==> src/rtl/cpu_pkg.sv <==
// cpu_pkg: widths, opcodes, flag indices and helpers shared by the CPU pipeline stages.
package cpu_pkg;
    localparam int DATA_W = 8;
    localparam int REG_AW = 4;
    localparam int FLAG_Z = 0;
    localparam int FLAG_C = 1;
    localparam int FLAG_N = 2;
    localparam logic [3:0] OP_NOP  = 4'h0;
    localparam logic [3:0] OP_ADD  = 4'h1;
    localparam logic [3:0] OP_SUB  = 4'h2;
    localparam logic [3:0] OP_AND  = 4'h3;
    localparam logic [3:0] OP_OR   = 4'h4;
    localparam logic [3:0] OP_XOR  = 4'h5;
    localparam logic [3:0] OP_NOT  = 4'h6;
    localparam logic [3:0] OP_SHL  = 4'h7;
    localparam logic [3:0] OP_SHR  = 4'h8;
    localparam logic [3:0] OP_MOV  = 4'h9;
    localparam logic [3:0] OP_INC  = 4'hA;
    localparam logic [3:0] OP_DEC  = 4'hB;
    localparam logic [3:0] OP_MUL  = 4'hC;
    localparam logic [3:0] OP_CMP  = 4'hD;
    localparam logic [3:0] OP_PASS = 4'hE;
    localparam logic [3:0] OP_RSVD = 4'hF;
    typedef enum logic {ST_IDLE, ST_BUSY} state_e;
    function automatic logic [2:0] make_flags(input logic [DATA_W-1:0] r, input logic c);
        make_flags = '0;
        make_flags[FLAG_Z] = r == '0;
        make_flags[FLAG_C] = c;
        make_flags[FLAG_N] = r[DATA_W-1];
    endfunction
endpackage

==> src/rtl/mul8_seq.sv <==
// mul8_seq: shift-add multiplier, one partial product per cycle; product/done
// expose the value that the current step writes, so callers can capture it on the last edge.
module mul8_seq
    import cpu_pkg::*;
#(
    parameter int MUL_CYCLES = DATA_W
) (
    input  logic                  i_clk,
    input  logic                  i_reset,
    input  logic                  start,
    input  logic [DATA_W-1:0]     a,
    input  logic [DATA_W-1:0]     b,
    output logic                  busy,
    output logic                  done,
    output logic [2*DATA_W-1:0]   product
);
    logic [DATA_W-1:0]         a_r, b_r;
    logic [2*DATA_W-1:0]       acc;
    logic [$clog2(DATA_W)-1:0] cnt;

    assign product = b_r[cnt] ? acc + ({{DATA_W{1'b0}}, a_r} << cnt) : acc;
    assign done    = busy && cnt == ($clog2(DATA_W))'(MUL_CYCLES - 1);

    always_ff @(posedge i_clk or negedge i_reset) begin
        if (!i_reset) begin
            a_r  <= '0;
            b_r  <= '0;
            acc  <= '0;
            cnt  <= '0;
            busy <= 1'b0;
        end else if (start && !busy) begin
            a_r  <= a;
            b_r  <= b;
            acc  <= '0;
            cnt  <= '0;
            busy <= 1'b1;
        end else if (busy) begin
            acc  <= product;
            cnt  <= cnt + 1'b1;
            busy <= !done;
        end
    end
endmodule

==> src/rtl/execute_stage.sv <==
// execute_stage: single-cycle ALU plus sequential multiply, registered write-back
// strobe and {N,C,Z} flag register; stalls upstream while a multiply runs.
module execute_stage
    import cpu_pkg::*;
#(
    parameter int MUL_CYCLES = 8
) (
    input  logic              i_clk,
    input  logic              i_reset,
    input  logic              i_valid,
    input  logic [3:0]        i_opcode,
    input  logic [REG_AW-1:0] i_destadd,
    input  logic [DATA_W-1:0] i_read_data1,
    input  logic [DATA_W-1:0] i_read_data2,
    output logic              o_write_en,
    output logic [REG_AW-1:0] o_write_reg,
    output logic [DATA_W-1:0] o_write_data,
    output logic [2:0]        o_flags,
    output logic              o_stall
);
    state_e              state, state_nx;
    logic                accept, is_mul, flag_en, wb_en, mul_busy, mul_done;
    logic [DATA_W:0]     r9;
    logic [2*DATA_W-1:0] mul_product;
    logic [REG_AW-1:0]   mul_dest;

    assign accept  = i_valid && !o_stall;
    assign is_mul  = i_opcode == OP_MUL;
    assign flag_en = !(i_opcode inside {OP_NOP, OP_RSVD, OP_MUL});
    assign wb_en   = flag_en && i_opcode != OP_CMP && i_destadd != '0;

    mul8_seq #(.MUL_CYCLES(MUL_CYCLES)) u_mul (
        .i_clk   (i_clk),
        .i_reset (i_reset),
        .start   (accept && is_mul),
        .a       (i_read_data1),
        .b       (i_read_data2),
        .busy    (mul_busy),
        .done    (mul_done),
        .product (mul_product)
    );

    always_ff @(posedge i_clk or negedge i_reset) begin
        if (!i_reset) state <= ST_IDLE;
        else          state <= state_nx;
    end

    always_comb begin
        state_nx = state;
        if (state == ST_IDLE) state_nx = accept && is_mul ? ST_BUSY : ST_IDLE;
        else                  state_nx = mul_done || !mul_busy ? ST_IDLE : ST_BUSY;
    end

    always_comb begin
        o_stall = state == ST_BUSY;
    end

    // Bit 8 of r9 doubles as the carry/borrow for every single-cycle op.
    always_comb begin
        r9 = '0;
        case (i_opcode)
            OP_ADD:         r9 = {1'b0, i_read_data1} + {1'b0, i_read_data2};
            OP_SUB, OP_CMP: r9 = {1'b0, i_read_data1} - {1'b0, i_read_data2};
            OP_AND:         r9 = {1'b0, i_read_data1 & i_read_data2};
            OP_OR:          r9 = {1'b0, i_read_data1 | i_read_data2};
            OP_XOR:         r9 = {1'b0, i_read_data1 ^ i_read_data2};
            OP_NOT:         r9 = {1'b0, ~i_read_data1};
            OP_SHL:         r9 = {i_read_data1, 1'b0};
            OP_SHR:         r9 = {i_read_data1[0], 1'b0, i_read_data1[DATA_W-1:1]};
            OP_MOV:         r9 = {1'b0, i_read_data1};
            OP_INC:         r9 = {1'b0, i_read_data1} + 9'd1;
            OP_DEC:         r9 = {1'b0, i_read_data1} - 9'd1;
            OP_PASS:        r9 = {1'b0, i_read_data2};
            default:        r9 = '0;
        endcase
    end

    always_ff @(posedge i_clk or negedge i_reset) begin
        if (!i_reset) begin
            o_write_en   <= 1'b0;
            o_write_reg  <= '0;
            o_write_data <= '0;
            o_flags      <= '0;
            mul_dest     <= '0;
        end else begin
            o_write_en <= 1'b0;
            if (mul_done) begin
                o_write_en   <= mul_dest != '0;
                o_write_reg  <= mul_dest;
                o_write_data <= mul_product[DATA_W-1:0];
                o_flags      <= make_flags(mul_product[DATA_W-1:0], |mul_product[2*DATA_W-1:DATA_W]);
            end else if (accept) begin
                if (is_mul) mul_dest <= i_destadd;
                if (flag_en) o_flags <= make_flags(r9[DATA_W-1:0], r9[DATA_W]);
                if (wb_en) begin
                    o_write_en   <= 1'b1;
                    o_write_reg  <= i_destadd;
                    o_write_data <= r9[DATA_W-1:0];
                end
            end
        end
    end
endmodule
==> config.mk <==
export PLATFORM = sky130hd
export DESIGN_NAME = execute_stage
export DESIGN_NICKNAME = d
export VERILOG_FILES = /design/src/rtl/cpu_pkg.sv /design/src/rtl/mul8_seq.sv /design/src/rtl/execute_stage.sv
export SDC_FILE = /design/constraint.sdc
export NUM_CORES = 1
export LEC_CHECK = 0
export CAP_MARGIN = 20
export CORE_MARGIN = 2
export CORE_UTILIZATION = 24
export CTS_CLUSTER_SIZE = 25
export DETAILED_ROUTE_END_ITERATION = 16
export DONT_BUFFER_PORTS = 1
export GPL_ROUTABILITY_DRIVEN = 0
export GPL_TIMING_DRIVEN = 0
export SLEW_MARGIN = 20
export SYNTH_ARGS = -nofsm -noshare
export SYNTH_HDL_FRONTEND = slang
export SYNTH_SLANG_ARGS = --single-unit
==> constraint.sdc <==
create_clock -name i_clk -period 3.4 [get_ports i_clk]
set_clock_uncertainty 0.1 [all_clocks]
set_input_delay 0.68 -clock i_clk [delete_from_list [all_inputs] [get_ports i_clk]]
set_output_delay 0.68 -clock i_clk [all_outputs]
set_load 0.01 [all_outputs]
## Word-level counts from Yosys, hierarchy flattened

Cells that the tools add are included.

- Flip-flop bits (word level): 57
- Bits of input ports: 27
- Output and inout bits: 17
- Logic and storage cells: 92

- Add/subtract/negate cells: 6
- Magnitude comparators: 1
- Equal/unequal tests: 18
- Shift-type cells: 1
- Muxes and demuxes: 25
- Bitwise gates (word level): 5
- Reductions and logical operators: 25

Operators by type and width:

| cell | count |
|---|---|
| $pmux W9 S12 | 1 |
| $mux W16 | 3 |
| $eq A4 B4 Y1 const B | 8 |
| $mux W8 | 3 |
| $add A16 B16 Y16 | 1 |
| $eq A4 B3 Y1 const B | 4 |
| $logic_not A8 Y1 | 2 |
| $shl A8 B3 Y16 | 1 |
| $mux W3 | 5 |
| $mux W4 | 3 |
| $add A8 B1 Y9 const B | 1 |
| $add A8 B8 Y9 | 1 |
| $mux W1 | 9 |
| $sub A8 B1 Y9 const B | 1 |
| $sub A8 B8 Y9 | 1 |
| $and A8 B8 Y8 | 1 |
| $eq A4 B2 Y1 const B | 2 |
| $not A8 Y8 | 1 |
| $or A8 B8 Y8 | 1 |
| $reduce_bool A4 Y1 | 2 |
| $reduce_or A8 Y1 | 1 |
| $xor A8 B8 Y8 | 1 |
| $logic_and A1 B1 Y1 | 6 |
| $reduce_bool A2 Y1 | 3 |
| other kinds (15) | 19 |

## Logic depth before layout (Yosys ltp)

Gate-level depths: netlist (run 1).

- Word-level depth: 8
- Depth in mapped cells: 16
- Mapped depth without buffers: 15

## Hierarchy

From an unflattened synthesis (run 1), not the netlist that was laid out.

- Cell total of the unflattened synthesis: 669
- Area, all modules: 5540.3 um2

Modules (own cells, without submodules):

| module | instances | cells each | area an instance (um2) | sequential area each (um2) |
|---|---|---|---|---|
| execute_stage | 1 | 383 | 2887.8 | 525.5 |
| mul8_seq | 1 | 286 | 2652.5 | 900.9 |

## Worst setup path before layout (run 1)

Ideal clock, no wire load.

- Kind: input -> register
- Start point: in i_opcode[3]
- End point: reg o_flags[0]
- Setup time: 66 ps
- Arrival time: 3699 ps
- Path slack: -464 ps
- Stages on the path: 15
- Path through: buf_2 > buf_1 > clkbuf_1 > clkbuf_1 > nor2_1 > o311ai_0 > a21oi_1 > ha_1 > nor2b_1 > o21a_1 > or3_1 > a32oi_1 > o21ai_0 > nor4_1 > a31o_1

- Longest elaborated chain between the ends: 7
- Elaborated cells on any way between the ends: 25
- Those cells by class: 16 x eq/ne; 4 x mux; 5 x reduce/logical

RTL lines:

| what | RTL line | source |
|---|---|---|
| start, declared | execute_stage.sv:11 | `input logic [3:0] i_opcode,` |
| $eq A4 B2 Y1 or $eq A4 B4 Y1 (tied branches) | execute_stage.sv:61 | `case (i_opcode)` |
| $reduce_or A2 Y1 | execute_stage.sv:61 |  |
| $pmux W9 S12 | execute_stage.sv:61 |  |
| $logic_not A8 Y1 | cpu_pkg.sv:27 | `make_flags[FLAG_Z] = r == '0;` |
| $mux W3 | execute_stage.sv:94 | `if (flag_en) o_flags <= make_flags(r9[DATA_W-1:0], r9[DATA_W]);` |
| $mux W3 | execute_stage.sv:92 | `end else if (accept) begin` |
| $mux W3 | execute_stage.sv:87 | `if (mul_done) begin` |
| end signal, assigned | execute_stage.sv:91 | `o_flags <= make_flags(mul_product[DATA_W-1:0], \|mul_product[2*DATA_W-1:DATA_W]);` |
| end signal, assigned | execute_stage.sv:94 |  |
| end, declared | execute_stage.sv:18 | `output logic [2:0] o_flags,` |

Several ways; a longest one is shown, not always the timed one. The select of a mux whose other input is x is not followed.
A chain may end at the register's enable or synchronous reset.

## Worst setup path in the final report (run 1)

- Start point: in i_opcode[1]
- End point: reg o_flags[1]

- Longest elaborated chain between the ends: 6
- Elaborated cells on any way between the ends: 24
- Those cells by class: 16 x eq/ne; 4 x mux; 4 x reduce/logical

RTL lines:

| what | RTL line |
|---|---|
| $eq A4 B2 Y1 or $eq A4 B4 Y1 (tied branches) | execute_stage.sv:61 |
| $reduce_or A2 Y1 | execute_stage.sv:61 |
| $pmux W9 S12 | execute_stage.sv:61 |
| $mux W3 | execute_stage.sv:94 |
| $mux W3 | execute_stage.sv:92 |
| $mux W3 | execute_stage.sv:87 |

Several ways; a longest one is shown, not always the timed one. The select of a mux whose other input is x is not followed.

==> results of run 1 <==
## Yosys cell counts, drive strengths merged (4+ instances only)
| library cell | instances |
|---|---|
| nand2 | 67 |
| o21ai | 66 |
| dfrtp | 57 |
| ha | 43 |
| a21oi | 40 |
| nor2 | 33 |
| mux2 | 31 |
| inv | 30 |
| mux2i | 28 |
| clkbuf | 26 |
| buf | 16 |
| nand3 | 15 |
| o22ai | 13 |
| xor2 | 13 |
| a211oi | 12 |
| o211ai | 12 |
| nor2b | 11 |
| nand2b | 10 |
| nor3 | 10 |
| a22o | 8 |
| a32oi | 7 |
| nand4 | 7 |
| or3 | 7 |
| a31oi | 6 |
| and2 | 6 |
| or2 | 6 |
| a21o | 5 |
| a22oi | 5 |
| a2bb2oi | 5 |
| nor3b | 5 |
| o2bb2ai | 5 |
| a221oi | 4 |
| o21a | 4 |
| o21bai | 4 |
| xnor2 | 4 |
## worst paths after layout
kind	from	slack [ps]	to
worst max-delay path	i_opcode[1]	10	o_flags[1]
worst min-delay path	i_reset	110	o_write_data[5]
worst max register to register	u_mul.cnt[0]	130	u_mul.acc[12]
worst min register to register	mul_dest[3]	400	o_write_reg[3]
max in group asynchronous	i_reset	2820	u_mul.cnt[0]
min in group i_clk	i_read_data1[1]	390	u_mul.a_r[1]
## worst register-to-register path: cells and delay by family, from the launching register on
kind / cells / cell delay [ps]
AND/OR/NAND/NOR: 1 / 100
flip-flops: 1 / 480
multiplexers: 2 / 550
AO/OA/AOI/OAI: 5 / 1050
buffers and inverters: 1 / 260
adder cells (fa/ha/maj): 1 / 470
XOR/XNOR: 1 / 160
## cell type report
type | instances | share of cell area, %
buffer | 35 | 3.97
clock buffer | 11 | 3.73
clock inverter | 5 | 0.443
inverter | 31 | 1.97
multi-input combinational | 536 | 61.5
sequential | 57 | 21.1
tap | 285 | 5.26
timing repair buffer | 15 | 2.01
## layer usage
layer,vias up,track usage [%]
met5,-,0
li1,2518,-
met3,47,3.44
met4,0,5.81
met1,2640,20.8
met2,227,24.9
## kinds of logic (layout without fill, tap and decap cells)
group,after synthesis,count (layout),synth area share [%]
fa+ha+maj,45,45,10.5
buf+inv,73,97,5.31
xor+xnor,17,17,2.70
simple gates,191,191,17.0
mux,61,61,12.3
flops,57,57,25.9
compound gates,222,222,26.4
## power groups by stage
stage	clock [mW]	combinational (mW)	sequential [mW]
6_report	0.860	2.71	1.20
5_1_grt	0.911	2.95	1.24
4_1_cts	0.871	2.39	1.19
3_5_place_dp	0	2.30	1.17
3_3_place_gp	0	2.28	1.16
2_1_floorplan	0	1.79	1.09
## what timing repair did
action,in CTS,in global routing
buffers inserted,8,7
hold endpoints to repair,57,0
pin swaps,16,38
hold buffers,1,0
endpoints found under the setup margin,15,12
gates resized for setup,48,73
==> results.json, run 1 <==
{
  "tns_ps": 0,
  "period_needed_ps": 3390,
  "regMostFlops": "u_mul.acc",
  "multi_input_area_um2": 4170,
  "ys_top_cells_by_area": "dfrtp_1 (26%), ha_1 (9.8%), mux2_2 (6.1%), o21ai_0 (6.0%), mux2i_1 (5.1%)",
  "viasPerCell": 5.57,
  "final_cell_area_um2": 6780,
  "p_switching_mw": 2.15,
  "synth.distinct_cells": 67,
  "dp_slack_ps": -819,
  "rows": 55,
  "ant_nets": 0,
  "initial_utilization_pct": 24.4,
  "cts.path.max_buffers": 2,
  "setup_viol": 0,
  "clk_latency_ps": 340,
  "end_kind": "register",
  "synth_area_leader_cell": "dfrtp_1",
  "critPathTopFamily": "compound AO/OA/AOI/OAI gates",
  "max_stage_delay_ps": 390,
  "wl_per_cell_um": 19.3,
  "status": "completed",
  "critPathMaxFanout": 10,
  "netlist.area_leader.share_pct": 25.9,
  "wl_met2_um": 8600,
  "drc": 0,
  "ys_async_sr_fraction_pct": 100,
  "crit_type": "primary input to register",
  "finalWirelength_um": 18900,
  "post-route-util_pct": 30.0,
  "power_mw": 4.77,
  "placed_cell_area_um2": 5940,
  "ys.warnings.count": 0,
  "hold_path_class": "primary input to asynchronous set/reset pin",
  "final_cells": 975,
  "antenna_found_initial": 0,
  "pin_count": 44,
  "globalRouteOverflowTotal": 0,
  "hold_violations": 0,
  "seqPwrFrac_pct": 25.1,
  "cts_root_buffer": "clkbuf_16",
  "final_cell_mix": "nand2_1 (67), dfrtp_1 (55), o21ai_0 (52), ha_1 (34), a21oi_1 (33)",
  "fillers": 2376,
  "finalMaxSlewViolations": 0,
  "synth_seq_cells": 57,
  "required_ps": 3560,
  "maxCapViolCount": 0,
  "syn_inst": 666,
  "synthToLayoutAreaGrowth_pct": 22.9,
  "final-seq-area_um2": 1430,
  "place_inst": 951,
  "clock_sinks": 57,
  "p_leak_nw": 2.74,
  "fin_nets": 757,
  "clkTransAtPathRegs_ps": 50,
  "syn-num-nets": 738,
  "hold_ws_ps": 106,
  "intPower_mw": 2.62,
  "grt_pass1_vias": 5108,
  "clkPwrFrac_pct": 18.0,
  "met3WireLength_um": 1390,
  "vdd_drop_max_v": 0.000294,
  "dr.max_layer_used": "met4",
  "drtPass1Iterations": 6,
  "cts_buffers": 9,
  "die_area_um2": 24200,
  "h-tree-depth": 3,
  "grt_max_degree": 58,
  "worst_r2r_path_depth": 11,
  "timing.final.ws_setup_ps": 13.6,
  "worst_path_max_delay_cell": "or3_4",
  "ys_seq_area_share_pct": 25.9,
  "drive_above_1_share_pct": 21.9,
  "period_share_pct": 99.6,
  "dp.final_hpwl_um": 13800,
  "grtUsageTotal_pct": 15.6,
  "arrival_ps": 3540,
  "drtIter0Drc": 572,
  "critical_path_depth": 14,
  "vias": 5432,
  "design.core.area_um2": 22600,
  "start_kind": "primary input",
  "comb_power_share_pct": 56.9,
  "fmax_ghz": 0.295,
  "io_buffers": 0,
  "diodes": 0,
  "max_slew_margin_pct": 38.0,
  "syn_area_per_cell_um2": 8.28,
  "crit_chain": "buf_6 -> buf_6 -> buf_12 -> or3_4 -> o311ai_2 -> a21oi_2 -> ha_4 -> nor2b_1 -> o21a_1 -> o211ai_1 -> a31oi_1 -> xor2_1 -> o311a_1 -> a31oi_1",
  "syn_area_um2": 5520,
  "largest_register_ff_count": 16,
  "final_common_cell": "nand2_1",
  "tightest_slew_ps": 916,
  "p_sw_share_pct": 45.1,
  "path_buf_inv": 3,
  "die_h_um": 156,
  "grt_pass1_wl_um": 29300,
  "wl_met1_um": 8280,
  "power_density_nw_per_um2": 703,
  "ys.flop_type": "dfrtp_1",
  "die_w_um": 156,
  "synth_edf_count": 0,
  "cts_tree": "done"
}
Power figures use the tool's default switching activity.
==> run 2, diff against run 1 <==
--- a/config.mk
+++ b/config.mk
@@ -7,12 +7,13 @@
 export LEC_CHECK = 0
 export CAP_MARGIN = 20
 export CORE_MARGIN = 2
-export CORE_UTILIZATION = 24
+export CORE_UTILIZATION = 59
 export CTS_CLUSTER_SIZE = 25
 export DETAILED_ROUTE_END_ITERATION = 16
 export DONT_BUFFER_PORTS = 1
 export GPL_ROUTABILITY_DRIVEN = 0
 export GPL_TIMING_DRIVEN = 0
+export PLACE_DENSITY = 0.78
 export SLEW_MARGIN = 20
 export SYNTH_ARGS = -nofsm -noshare
 export SYNTH_HDL_FRONTEND = slang
==> results.json, run 2 (same netlist as run 1, synthesis figures left out) <==
{
  "status": "finished with violations",
  "violations": "setup timing",
  "setup_viol": 1,
  "regMostFlops": "u_mul.acc",
  "start_kind": "register",
  "pin_count": 44,
  "fin_nets": 769,
  "rows": 35,
  "timing.final.ws_setup_ps": -22.4,
  "cts_root_buffer": "clkbuf_8",
  "vias": 5683,
  "fmax_ghz": 0.292,
  "drive_above_1_share_pct": 22.2,
  "dp_slack_ps": -676,
  "finalMaxSlewViolations": 0,
  "fillers": 666,
  "synthToLayoutAreaGrowth_pct": 19.4,
  "final_cell_mix": "nand2_1 (66), o21ai_0 (55), dfrtp_1 (55), ha_1 (35), a21oi_1 (34)",
  "drc": 0,
  "p_leak_nw": 2.80,
  "placed_cell_area_um2": 5720,
  "clk_latency_ps": 340,
  "h-tree-depth": 3,
  "die_h_um": 101,
  "arrival_ps": 3530,
  "tns_ps": -22.4,
  "maxCapViolCount": 0,
  "initial_utilization_pct": 60.3,
  "max_slew_margin_pct": 21.3,
  "drtIter0Drc": 520,
  "worst_r2r_endpoint": "o_flags[1]",
  "tightest_slew_ps": 1180,
  "finalWirelength_um": 18200,
  "die_area_um2": 10100,
  "grt_max_degree": 58,
  "largest_register_ff_count": 16,
  "grtUsageTotal_pct": 35.0,
  "design.core.area_um2": 9150,
  "clkTransAtPathRegs_ps": 80,
  "crit_type": "register to register",
  "final_cell_area_um2": 6590,
  "clock_sinks": 57,
  "period_share_pct": 101,
  "vdd_drop_max_v": 0.000480,
  "cts.path.max_buffers": 2,
  "r2r-start": "u_mul.cnt[1]",
  "wl_per_cell_um": 22.4,
  "worst_r2r_path_depth": 13,
  "cts_buffers": 9,
  "required_ps": 3510,
  "final_common_cell": "nand2_1",
  "dp.final_hpwl_um": 12600,
  "period_needed_ps": 3420,
  "grt_pass1_vias": 5445,
  "cts_tree": "done",
  "drtPass1Iterations": 6,
  "end_kind": "register",
  "viasPerCell": 6.99,
  "grt_pass1_wl_um": 27700,
  "hold_violations": 0,
  "r2r_slack_ps": -20,
  "hold_path_class": "primary input to asynchronous set/reset pin",
  "io_buffers": 0,
  "antenna_found_initial": 0,
  "power_density_nw_per_um2": 739,
  "critPathMaxFanout": 10,
  "diodes": 0,
  "die_w_um": 101,
  "globalRouteOverflowTotal": 0,
  "ant_nets": 0
}
run 2: per-layer routing:
metal | share of wire [%] | GRT usage [%] | wire [µm] | up-vias
li1 | - | - | - | 2543
met1 | 39 | 44.7 | 7030 | 2717
met2 | 48 | 57.0 | 8680 | 352
met3 | 9.5 | 6.73 | 1730 | 71
met4 | 4.3 | 16.4 | 784 | 0
met5 | 0 | 0 | 0 | -
run 2: cell type report:
type	instances	area [µm²]	area share [%]
Tap cell	111	139	2.11
Timing Repair Buffer	23	193	2.93
Sequential cell	57	1430	21.7
Clock buffer	9	124	1.88
Inverter	31	119	1.81
Multi-Input combinational cell	536	4160	63.1
Buffer	39	299	4.54
Clock inverter	7	125	1.90
run 2: report_power, final:
| part | internal (mW) | total (mW) | switching, mW |
|---|---|---|---|
| Clock | 0.494 | 0.815 | 0.321 |
| Sequential | 0.922 | 1.18 | 0.259 |
| Combinational | 1.22 | 2.87 | 1.65 |
| Total | 2.64 | 4.87 | 2.23 |
run 2: metrics by stage:
stage	hold slack (ps)	utilization (%)	cells	total power, mW
finish	95.9	71.9	813	4.87
global route	99.5	71.9	813	5.14
CTS	91.9	67.6	797	4.44
detailed placement	290	62.5	777	3.46
global placement	290	62.5	777	3.35
floorplan	284	-	666	2.88
run 2: how the worst max path moves through the flow:
stage,startpoint,end,slack (ps),cells after the start
floorplan,i_opcode[0],o_flags[0],-20,16
finish,u_mul.cnt[1],o_flags[1],-20,13
global route,u_mul.cnt[1],o_flags[1],-130,13
detailed placement,u_mul.cnt[0],o_flags[1],-680,12
CTS,u_mul.cnt[1],o_flags[1],-3,13
global placement,i_opcode[0],o_flags[1],-530,14
run 2: worst max-delay path: stages, from the launching register on:
cell and delay (ps):
dfrtp_1 390, buf_6 150, buf_6 140, mux2i_2 150
mux2_2 290, mux2i_1 200, ha_1 330, nand2_2 110
o21ai_0 90, a2111o_1 440, a21oi_2 180, xnor2_1 120
o41ai_2 430, a31oi_2 170
run 2: timing repair:
action,in CTS,in global routing
endpoints found under the setup margin,15,12
resized for setup,37,76
setup buffers,5,17
pin swaps,12,31
hold buffers,1,0
hold endpoints to repair,57,0
==> run 3, diff against run 2 <==
--- a/config.mk
+++ b/config.mk
@@ -11,7 +11,6 @@
 export CTS_CLUSTER_SIZE = 25
 export DETAILED_ROUTE_END_ITERATION = 16
 export DONT_BUFFER_PORTS = 1
-export GPL_ROUTABILITY_DRIVEN = 0
 export GPL_TIMING_DRIVEN = 0
 export PLACE_DENSITY = 0.78
 export SLEW_MARGIN = 20
==> results.json, run 3 (same netlist as run 1, synthesis figures left out) <==
{
  "h-tree-depth": 3,
  "drive_above_1_share_pct": 26.2,
  "power_mw": 4.82,
  "final_cell_area_um2": 6820,
  "grtUsageTotal_pct": 34.2,
  "rsz0062_at_grt": "true",
  "vias": 5907,
  "hold_ws_ps": 85.8,
  "dp_slack_ps": -714,
  "p_leak_nw": 2.90,
  "largest_register_ff_count": 16,
  "timing.final.ws_setup_ps": -60.1,
  "grt_pass1_vias": 5400,
  "drc": 0,
  "design.core.area_um2": 9150,
  "die_area_um2": 10100,
  "final_cell_mix": "nand2_1 (67), dfrtp_1 (55), o21ai_0 (51), buf_4 (41), ha_1 (33)",
  "die_w_um": 101,
  "path_buf_inv": 2,
  "maxCapViolCount": 0,
  "ant_nets": 0,
  "hold_violations": 0,
  "cts_tree": "done",
  "worst_path_max_delay_cell": "ha_2",
  "globalRouteOverflowTotal": 0,
  "power_density_nw_per_um2": 707,
  "required_ps": 3540,
  "r2r-start": "u_mul.cnt[1]",
  "finalWirelength_um": 19000,
  "diodes": 0,
  "start_kind": "primary input",
  "cts_buffers": 9,
  "clkTransAtPathRegs_ps": 80,
  "clk_latency_ps": 350,
  "arrival_ps": 3600,
  "end_kind": "register",
  "finalMaxSlewViolations": 0,
  "vdd_drop_max_v": 0.000431,
  "io_buffers": 0,
  "critPathMaxFanout": 5,
  "violations": "setup timing",
  "place_inst": 777,
  "cts_root_buffer": "clkbuf_8",
  "crit_type": "primary input to register",
  "placed_cell_area_um2": 5720,
  "max_slew_margin_pct": 31.0,
  "period_share_pct": 102,
  "post-route-util_pct": 74.5,
  "max_stage_delay_ps": 340,
  "drtPass1Iterations": 6,
  "synthToLayoutAreaGrowth_pct": 23.6,
  "grt_pass1_wl_um": 27100,
  "initial_utilization_pct": 60.3,
  "period_needed_ps": 3460,
  "routabilityCongestion": 0.970,
  "dp.final_hpwl_um": 12500,
  "rows": 35,
  "tightest_slew_ps": 1030,
  "clock_sinks": 57,
  "status": "finished with violations",
  "pin_count": 44,
  "cp-startpoint": "i_read_data2[0]",
  "critPathTopFamily": "compound AO/OA/AOI/OAI gates",
  "fin_nets": 788,
  "setup_viol": 4,
  "grt_max_degree": 58,
  "die_h_um": 101,
  "hold_path_class": "primary input to asynchronous set/reset pin",
  "cts.path.max_buffers": 2,
  "drtIter0Drc": 667,
  "antenna_found_initial": 0,
  "crit_chain": "clkinvlp_4 -> ha_4 -> nor3b_4 -> buf_4 -> or2_2 -> o21ai_1 -> nor2_1 -> a21oi_2 -> a211oi_2 -> ha_2 -> nor3_1 -> nor2_1 -> o211a_1 -> a211oi_2 -> a21boi_2 -> mux2_2",
  "final_common_cell": "nand2_1",
  "regMostFlops": "u_mul.acc",
  "viasPerCell": 7.10,
  "final_cells": 832,
  "tns_ps": -180,
  "fmax_ghz": 0.289,
  "wl_per_cell_um": 22.8
}
run 3: cell count changes in the layout (fill, tap and decap cells not counted), sizes merged:
cell	change
clkinv	-1
clkinvlp	+4
inv	-2
buf	+19
bufinv	-1
run 3: worst reg2reg max path, stage by stage, from the launching register on:
cell and delay (ps):
dfrtp_1 390, buf_6 140, buf_6 140, mux2i_4 180, mux2_2 290, mux2i_1 200, ha_2 360, nand2_1 100
o21ai_0 90, a2111o_1 430, a21oi_2 180, xnor2_2 120, o41ai_2 400, a31oi_2 180
run 3: power by group:
group	internal [mW]	switching (mW)
Combinational	1.25	1.65
Clock	0.418	0.316
Sequential	0.923	0.259
run 3: final timing paths:
check | endpoint | slack, ps | depth (start not counted)
worst max-delay path | o_write_data[7] | -60 | 16
worst min-delay path | o_write_reg[0] | 90 | 1
worst max register to register | o_flags[1] | -30 | 13
min in group i_clk | mul_dest[0] | 370 | 1
max in group asynchronous | u_mul.cnt[0] | 2830 | 1
worst min register to register | u_mul.b_r[7] | 410 | 1
run 3: per-layer routing:
layer | part of all wire [%] | GRT usage [%] | vias to the layer above | wire length (µm)
li1 | - | - | 2586 | -
met1 | 37 | 42.8 | 2780 | 7030
met2 | 47 | 56.3 | 435 | 8920
met3 | 10 | 7.07 | 106 | 1960
met4 | 5.5 | 16.1 | 0 | 1040
met5 | 0 | 0 | - | 0
run 3: timing repair:
item | 4_1_cts | 5_1_grt
resized for setup | 28 | 116
setup endpoints to repair | 14 | 13
pin swaps | 5 | 43
hold buffers | 1 | 0
buffers inserted | 3 | 38
endpoints found under the hold margin | 57 | 0
gates cloned | 0 | 0
run 3: area by class of cell:
class / instances / area (µm²)
Inverter: 31 / 131
Clock buffer: 9 / 124
Timing Repair Buffer: 42 / 352
Buffer: 39 / 320
Clock inverter: 7 / 101
Sequential cell: 57 / 1430
Multi-Input combinational cell: 536 / 4220
Fill cell: 625 / 2340
Tap cell: 111 / 139
